==> src/rtl/ysyx_25060170_pipe_ctrl_if.sv <==
// Hazard/redirect control bundle between the pipeline stages and the pipe controller.
// The master modport is the controller side and the slave modport is the pipeline side.
interface ysyx_25060170_pipe_ctrl_if #(
    parameter int REG_AW = 5,
    parameter int PC_W   = 32
);
    logic              id_valid;
    logic [REG_AW-1:0] id_rs1;
    logic              id_rs1_en;
    logic [REG_AW-1:0] id_rs2;
    logic              id_rs2_en;
    logic              ex_valid;
    logic              ex_is_load;
    logic [REG_AW-1:0] ex_rd;
    logic              ex_redirect;
    logic [PC_W-1:0]   ex_target;
    logic              ls_busy;
    logic              ls_redirect;
    logic [PC_W-1:0]   ls_target;
    logic              wb_load_valid;
    logic [REG_AW-1:0] wb_rd;
    logic              if_redirect_ready;
    logic              redirect_valid;
    logic [PC_W-1:0]   redirect_target;
    logic              id_stall;
    logic              ex_stall;
    logic              ls_stall;
    logic              id_flush;
    logic              ie_flush;
    logic              ls_flush;

    modport master (
        input  id_valid, id_rs1, id_rs1_en, id_rs2, id_rs2_en,
        input  ex_valid, ex_is_load, ex_rd, ex_redirect, ex_target,
        input  ls_busy, ls_redirect, ls_target,
        input  wb_load_valid, wb_rd, if_redirect_ready,
        output redirect_valid, redirect_target,
        output id_stall, ex_stall, ls_stall,
        output id_flush, ie_flush, ls_flush
    );

    modport slave (
        output id_valid, id_rs1, id_rs1_en, id_rs2, id_rs2_en,
        output ex_valid, ex_is_load, ex_rd, ex_redirect, ex_target,
        output ls_busy, ls_redirect, ls_target,
        output wb_load_valid, wb_rd, if_redirect_ready,
        input  redirect_valid, redirect_target,
        input  id_stall, ex_stall, ls_stall,
        input  id_flush, ie_flush, ls_flush
    );
endinterface

==> src/rtl/ysyx_25060170_pipe_ctrl.sv <==
// Hazard and redirect controller: load-use scoreboard, stall/flush generation, redirect handshake.
// Optional performance counters are enabled with `define YSYX_25060170_PIPE_PERF_EN.
module ysyx_25060170_pipe_ctrl #(
    parameter int REG_NUM = 32,
    parameter int REG_AW  = 5,
    parameter int PC_W    = 32
) (
    input  logic                        clk,
    input  logic                        rst,
    ysyx_25060170_pipe_ctrl_if.master   bus
`ifdef YSYX_25060170_PIPE_PERF_EN
    ,
    output logic [31:0]                 perf_stall_cnt,
    output logic [31:0]                 perf_loaduse_cnt,
    output logic [31:0]                 perf_redirect_cnt
`endif
);

    typedef enum logic [0:0] {
        IDLE     = 1'b0,
        WAIT_ACK = 1'b1
    } state_t;

    state_t             state_r;
    logic [PC_W-1:0]    tgt_r;
    logic [REG_NUM-1:0] pend_r;

    logic [REG_NUM-1:0] clr_mask_s;
    logic [REG_NUM-1:0] set_mask_s;
    logic [REG_NUM-1:0] pend_eff_s;
    logic               ex_load_s;
    logic               haz_rs1_s;
    logic               haz_rs2_s;
    logic               loaduse_s;
    logic               ex_redir_s;
    logic               redir_event_s;
    logic [PC_W-1:0]    sel_target_s;
    logic               redirect_valid_s;
    logic [PC_W-1:0]    redirect_target_s;
    logic               id_stall_s;
    logic               ex_stall_s;
    logic               ls_stall_s;
    logic               id_flush_s;
    logic               ie_flush_s;
    logic               ls_flush_s;

    // x0 is hard-wired to zero, so it never gets a scoreboard bit.
    function automatic logic [REG_NUM-1:0] reg_mask(input logic [REG_AW-1:0] idx);
        logic [REG_NUM-1:0] m;
        m = '0;
        if (idx != '0) begin
            m[idx] = 1'b1;
        end else begin
            m = '0;
        end
        return m;
    endfunction

    // Load-use detection against the scoreboard with the WB bypass folded in.
    always_comb begin
        clr_mask_s = '0;
        if (bus.wb_load_valid) begin
            clr_mask_s = reg_mask(bus.wb_rd);
        end else begin
            clr_mask_s = '0;
        end
        pend_eff_s = pend_r & ~clr_mask_s;
        ex_load_s  = bus.ex_valid & bus.ex_is_load;
        haz_rs1_s  = bus.id_valid & bus.id_rs1_en & (bus.id_rs1 != '0) &
                     (pend_eff_s[bus.id_rs1] | (ex_load_s & (bus.ex_rd == bus.id_rs1)));
        haz_rs2_s  = bus.id_valid & bus.id_rs2_en & (bus.id_rs2 != '0) &
                     (pend_eff_s[bus.id_rs2] | (ex_load_s & (bus.ex_rd == bus.id_rs2)));
        loaduse_s  = haz_rs1_s | haz_rs2_s;
    end

    // Stall/flush priority and redirect request generation.
    always_comb begin
        id_stall_s        = 1'b0;
        ex_stall_s        = 1'b0;
        ls_stall_s        = 1'b0;
        id_flush_s        = 1'b0;
        ie_flush_s        = 1'b0;
        ls_flush_s        = 1'b0;
        redirect_valid_s  = 1'b0;
        redirect_target_s = '0;
        // A frozen EX cannot redirect, and a pending request masks any new EX redirect.
        ex_redir_s        = bus.ex_redirect & ~bus.ls_busy & (state_r == IDLE);
        redir_event_s     = bus.ls_redirect | ex_redir_s;
        sel_target_s      = bus.ls_redirect ? bus.ls_target : bus.ex_target;
        if (rst) begin
            redirect_valid_s = 1'b0;
        end else begin
            if (bus.ls_redirect) begin
                id_flush_s = 1'b1;
                ie_flush_s = 1'b1;
                ls_flush_s = 1'b1;
            end else if (bus.ls_busy) begin
                id_stall_s = 1'b1;
                ex_stall_s = 1'b1;
                ls_stall_s = 1'b1;
            end else if (ex_redir_s) begin
                id_flush_s = 1'b1;
                ie_flush_s = 1'b1;
            end else if (loaduse_s) begin
                id_stall_s = 1'b1;
                ie_flush_s = 1'b1;
            end else begin
                id_stall_s = 1'b0;
            end
            if (state_r == WAIT_ACK) begin
                id_flush_s        = 1'b1;
                redirect_valid_s  = 1'b1;
                redirect_target_s = bus.ls_redirect ? bus.ls_target : tgt_r;
            end else if (redir_event_s) begin
                redirect_valid_s  = 1'b1;
                redirect_target_s = sel_target_s;
            end else begin
                redirect_valid_s  = 1'b0;
            end
        end
        set_mask_s = '0;
        if (ex_load_s & ~ex_stall_s & ~ls_flush_s) begin
            set_mask_s = reg_mask(bus.ex_rd);
        end else begin
            set_mask_s = '0;
        end
    end

    // Pending-load scoreboard; a simultaneous set beats the writeback clear.
    always_ff @(posedge clk) begin
        if (rst) begin
            pend_r <= '0;
        end else if (bus.ls_redirect) begin
            pend_r <= '0;
        end else begin
            pend_r <= (pend_r & ~clr_mask_s) | set_mask_s;
        end
    end

    // Redirect handshake FSM holding the target until fetch accepts it.
    always_ff @(posedge clk) begin
        if (rst) begin
            state_r <= IDLE;
            tgt_r   <= '0;
        end else begin
            case (state_r)
                IDLE: begin
                    if (redir_event_s && !bus.if_redirect_ready) begin
                        state_r <= WAIT_ACK;
                        tgt_r   <= sel_target_s;
                    end
                end
                WAIT_ACK: begin
                    if (bus.ls_redirect) begin
                        tgt_r <= bus.ls_target;
                    end
                    if (bus.if_redirect_ready) begin
                        state_r <= IDLE;
                    end
                end
                default: begin
                    state_r <= IDLE;
                end
            endcase
        end
    end

    assign bus.redirect_valid  = redirect_valid_s;
    assign bus.redirect_target = redirect_target_s;
    assign bus.id_stall        = id_stall_s;
    assign bus.ex_stall        = ex_stall_s;
    assign bus.ls_stall        = ls_stall_s;
    assign bus.id_flush        = id_flush_s;
    assign bus.ie_flush        = ie_flush_s;
    assign bus.ls_flush        = ls_flush_s;

`ifdef YSYX_25060170_PIPE_PERF_EN
    // Free-running event counters, wrapping at 2^32.
    always_ff @(posedge clk) begin
        if (rst) begin
            perf_stall_cnt    <= 32'd0;
            perf_loaduse_cnt  <= 32'd0;
            perf_redirect_cnt <= 32'd0;
        end else begin
            perf_stall_cnt    <= perf_stall_cnt + {31'd0, id_stall_s};
            perf_loaduse_cnt  <= perf_loaduse_cnt + {31'd0, loaduse_s};
            perf_redirect_cnt <= perf_redirect_cnt +
                                 {31'd0, redirect_valid_s & bus.if_redirect_ready};
        end
    end
`endif

endmodule

==> src/flat_wrapper.sv <==
// flat-port wrapper written by rule: the top's interface ports become plain ports
module ysyx_25060170_pipe_ctrl_flat 
#(
    parameter int REG_NUM = 32,
    parameter int REG_AW  = 5,
    parameter int PC_W    = 32
)
  (clk, rst, bus_id_valid, bus_id_rs1, bus_id_rs1_en, bus_id_rs2, bus_id_rs2_en, bus_ex_valid, bus_ex_is_load, bus_ex_rd, bus_ex_redirect, bus_ex_target, bus_ls_busy, bus_ls_redirect, bus_ls_target, bus_wb_load_valid, bus_wb_rd, bus_if_redirect_ready, bus_redirect_valid, bus_redirect_target, bus_id_stall, bus_ex_stall, bus_ls_stall, bus_id_flush, bus_ie_flush, bus_ls_flush);
  ysyx_25060170_pipe_ctrl_if #(.REG_AW(REG_AW), .PC_W(PC_W)) bus_i ();
  input  logic clk;
  input  logic rst;
  input wire logic [$bits(bus_i.id_valid)-1:0] bus_id_valid;
  input wire logic [$bits(bus_i.id_rs1)-1:0] bus_id_rs1;
  input wire logic [$bits(bus_i.id_rs1_en)-1:0] bus_id_rs1_en;
  input wire logic [$bits(bus_i.id_rs2)-1:0] bus_id_rs2;
  input wire logic [$bits(bus_i.id_rs2_en)-1:0] bus_id_rs2_en;
  input wire logic [$bits(bus_i.ex_valid)-1:0] bus_ex_valid;
  input wire logic [$bits(bus_i.ex_is_load)-1:0] bus_ex_is_load;
  input wire logic [$bits(bus_i.ex_rd)-1:0] bus_ex_rd;
  input wire logic [$bits(bus_i.ex_redirect)-1:0] bus_ex_redirect;
  input wire logic [$bits(bus_i.ex_target)-1:0] bus_ex_target;
  input wire logic [$bits(bus_i.ls_busy)-1:0] bus_ls_busy;
  input wire logic [$bits(bus_i.ls_redirect)-1:0] bus_ls_redirect;
  input wire logic [$bits(bus_i.ls_target)-1:0] bus_ls_target;
  input wire logic [$bits(bus_i.wb_load_valid)-1:0] bus_wb_load_valid;
  input wire logic [$bits(bus_i.wb_rd)-1:0] bus_wb_rd;
  input wire logic [$bits(bus_i.if_redirect_ready)-1:0] bus_if_redirect_ready;
  output wire logic [$bits(bus_i.redirect_valid)-1:0] bus_redirect_valid;
  output wire logic [$bits(bus_i.redirect_target)-1:0] bus_redirect_target;
  output wire logic [$bits(bus_i.id_stall)-1:0] bus_id_stall;
  output wire logic [$bits(bus_i.ex_stall)-1:0] bus_ex_stall;
  output wire logic [$bits(bus_i.ls_stall)-1:0] bus_ls_stall;
  output wire logic [$bits(bus_i.id_flush)-1:0] bus_id_flush;
  output wire logic [$bits(bus_i.ie_flush)-1:0] bus_ie_flush;
  output wire logic [$bits(bus_i.ls_flush)-1:0] bus_ls_flush;
  assign bus_i.id_valid = bus_id_valid;
  assign bus_i.id_rs1 = bus_id_rs1;
  assign bus_i.id_rs1_en = bus_id_rs1_en;
  assign bus_i.id_rs2 = bus_id_rs2;
  assign bus_i.id_rs2_en = bus_id_rs2_en;
  assign bus_i.ex_valid = bus_ex_valid;
  assign bus_i.ex_is_load = bus_ex_is_load;
  assign bus_i.ex_rd = bus_ex_rd;
  assign bus_i.ex_redirect = bus_ex_redirect;
  assign bus_i.ex_target = bus_ex_target;
  assign bus_i.ls_busy = bus_ls_busy;
  assign bus_i.ls_redirect = bus_ls_redirect;
  assign bus_i.ls_target = bus_ls_target;
  assign bus_i.wb_load_valid = bus_wb_load_valid;
  assign bus_i.wb_rd = bus_wb_rd;
  assign bus_i.if_redirect_ready = bus_if_redirect_ready;
  assign bus_redirect_valid = bus_i.redirect_valid;
  assign bus_redirect_target = bus_i.redirect_target;
  assign bus_id_stall = bus_i.id_stall;
  assign bus_ex_stall = bus_i.ex_stall;
  assign bus_ls_stall = bus_i.ls_stall;
  assign bus_id_flush = bus_i.id_flush;
  assign bus_ie_flush = bus_i.ie_flush;
  assign bus_ls_flush = bus_i.ls_flush;
  ysyx_25060170_pipe_ctrl #(.REG_NUM(REG_NUM), .REG_AW(REG_AW), .PC_W(PC_W)) u_core (.clk(clk), .rst(rst), .bus(bus_i));
endmodule
==> config.mk <==
export PLATFORM = sky130hd
export DESIGN_NAME = ysyx_25060170_pipe_ctrl_flat
export DESIGN_NICKNAME = d
export VERILOG_FILES = /design/src/rtl/ysyx_25060170_pipe_ctrl_if.sv /design/src/rtl/ysyx_25060170_pipe_ctrl.sv /design/src/flat_wrapper.sv
export SDC_FILE = /design/constraint.sdc
export NUM_CORES = 1
export LEC_CHECK = 0
export CORE_MARGIN = 5
export CORE_UTILIZATION = 35
export DETAILED_ROUTE_END_ITERATION = 8
export PLACE_DENSITY = 0.64
export SLEW_MARGIN = 20
export SYNTH_ARGS = -nofsm -noshare
export SYNTH_HDL_FRONTEND = slang
export SYNTH_SLANG_ARGS = --single-unit
==> constraint.sdc <==
create_clock -name clk -period 4 [get_ports clk]
set_input_delay 0.6 -clock clk [delete_from_list [all_inputs] [get_ports clk]]
set_output_delay 0.6 -clock clk [all_outputs]
set_load 0.05 [all_outputs]
==> reports/results.tsv <==
stage	metric	value	unit
clock_tree	h-tree-depth	3	
synth	synthCells	588	
final_layout	drive_gt1_share	15.24	%
setup_path	cp-end-kind	output pin	
placement	placed_cell_area	6435	µm²
final_layout	n_fill_cell	1241	
floorplan	core	12720	µm²
synth	ys_types	59	
setup_path	crit_path_start_kind	input pin	
pwr	p_leak	2.584	nW
setup_path	worstPathArrival	3.19	ns
clock_tree	clk_pin_slew	0.05	ns
clock_tree	cts_buffers	9	
final_layout	design_area	6740	µm²
clock_tree	post-cts-setup-buffers	0	
floorplan	die_y	124.4	µm
sta	max_freq	264.0	MHz
run_status	status	finished, final reports clean	
job	maxCapViolations	0	
final_layout	syn_to_final_growth	47.27	%
floorplan	fp.dieArea	15460	µm²
clock_tree	hold_buffers	0	
floorplan	io_pins	135	
placement	place_inst	871	
clock_tree	clock_latency	0.33	ns
synth	synth_edf_count	0	
synth	synth_top_area_cell	dfxtp_1	
final_layout	instances_no_fill	887	
sta	layout_min_cycle_time	3.787	ns
sta	period_share	94.68	%
synth	ys.flop_type	dfxtp_1	
clock_tree	clk_path_buf_depth	2	
synth	synth_top_area_share	28.43	%
placement	dp_hpwl	12.53	mm
sta	worst_pin_slew	1.038	ns
sta	skew	0.004860	ns
pwr	ir_worst_vdd	0.2089	mV
setup_path	cp_max_fo	9	
final_layout	multi_input_area	3018	µm²
setup_path	crit_type	in2out	
synth	yosysWarningCount	0	
synth	ys_seq_area_share	28.43	%
detailed_routing	vias	5037	
detailed_routing	drtIter0Drc	351	
final_layout	layout_commonest_cell	clkdlybuf4s50_1	
synth	synth.avg_cell_area	7.784	µm²
detailed_routing	drcViolationCount	0	
final_layout	final_cell_mix	99 x clkdlybuf4s50_1, 71 x nand2_1, 64 x dfxtp_1	
global_route	grt_pass1_vias	4980	
synth	synthesis.area	4577	µm²
sta	grt_setup_unrepaired	false	
detailed_routing	finalWirelength	16.59	mm
hold_path	hp-class	reg2reg	
final_layout	seq_area	1303	µm²
global_route	antenna_found_initial	0	
synth	async_reset_ff_share	0	%
sta	setup_tns	0	ns
placement	gp_congestion	0.9020	
global_route	grt_max_degree	53	
sta	final_max_slew_viol_count	0	
detailed_routing	via_per_inst	5.679	
final_layout	nets	806	
pwr	p_per_area	319.1	nW/µm²
sta	finalHoldViolCount	0	
synth	ys_ff_latch	65	
placement	dp_slack	0.1608	ns
clock_tree	cts_root_buf	clkbuf_16	
setup_path	critPathRequiredTime	3.40	ns
detailed_routing	drtAntennaViolNets	0	
detailed_routing	dr.pass1.iters	5	
clock_tree	clock-sinks	65	
clock_tree	cts-resized-gates	0	
synth	syn_nets	684	
floorplan	rows	41	
floorplan	die_width	124.4	µm
detailed_routing	wl_per_cell	18.71	µm
pwr	power	2.151	mW
global_route	track_usage	20.53	%
sta	whs	0.4911	ns
sta	worst_slack	0.2126	ns
sta	maxSlewHeadroom	30.81	%
placement	numPortBuffers	134	
global_route	grt_pass1_wl	26.14	mm
final_layout	fin_util	52.98	%
global_route	grt-ovfl-total	0	
clock_tree	tritoncts	done	
floorplan	start_util	35.98	%
sta	setup_violations	0	
final_layout	diodes	0	
synth	synth.area.top_cells	dfxtp_1 28%, mux2i_1 9.4%, o211a_1 6.3%	
-- state kept, by name (all words and copies together), names as in the netlist --
register	count
u_core.pend_r	32
u_core.state_r	1
u_core.tgt_r	32
-- cells in the mapped netlist, types with 13 or more instances --
library cell	count
o211a_1	29
o22ai_1	28
buf_2	13
o21ai_0	24
a21oi_1	43
nor3_1	19
clkbuf_1	36
a211oi_1	28
nor2_1	49
mux2i_1	43
nand2_1	71
dfxtp_1	65
-- power by group --
part / switching (mW) / internal [mW] / leakage [nW]
sequential: 0.0189 / 0.681 / 0.532
combinational: 0.342 / 0.294 / 1.90
clock: 0.314 / 0.502 / 0.153
total: 0.675 / 1.48 / 2.58
-- routing by layer --
layer | GRT usage, % | part of all wire (%) | wire [µm] | vias up
met5 | 0 | 0 | 0 | -
met4 | 8.317 | 3.1 | 521 | 0
met3 | 3.002 | 4.6 | 763 | 32
met2 | 35.46 | 48 | 8047 | 182
met1 | 25.53 | 44 | 7260 | 2385
li1 | - | - | - | 2438
-- kinds of logic after synthesis --
logic type	Yosys count	share of synthesized area, %
compound gates	200	30.02
simple gates	196	21.21
flops	65	28.43
buf+inv	62	5.686
mux	53	12.36
xor+xnor	12	2.296
-- worst max-delay path: stages --
cell             delay, ns
clkdlybuf4s50_1       0.59
nand2b_1              0.39
o21ai_1               0.17
mux4_2                0.47
nand2_1               0.08
o211a_1               0.17
o311ai_1              0.14
buf_4                 0.17
a31oi_1               0.22
buf_12                0.18
-- final cells by class --
| class | count | share of cell area, % |
|---|---|---|
| Clock buffer | 10 | 3.546 |
| Inverter | 6 | 0.3341 |
| Multi-Input combinational cell | 461 | 44.77 |
| Clock inverter | 6 | 0.9839 |
| Timing Repair Buffer | 167 | 27.84 |
| Tap cell | 172 | 3.193 |
| Sequential cell | 65 | 19.32 |
-- path summary, 6_finish.rpt --
kind	startpoint	end	slack, ns	depth (start not counted)
min reg2reg	u_core.pend_r[29]$_SDFF_PP0_	u_core.pend_r[29]$_SDFF_PP0_	0.49	2
max reg2reg	u_core.state_r$_SDFF_PP0_	u_core.tgt_r[10]$_SDFFE_PP0P_	1.81	3
min	u_core.pend_r[29]$_SDFF_PP0_	u_core.pend_r[29]$_SDFF_PP0_	0.49	2
max	bus_wb_rd[0]	bus_ie_flush	0.21	10
Note: power is estimated with default switching activity, not from simulation.
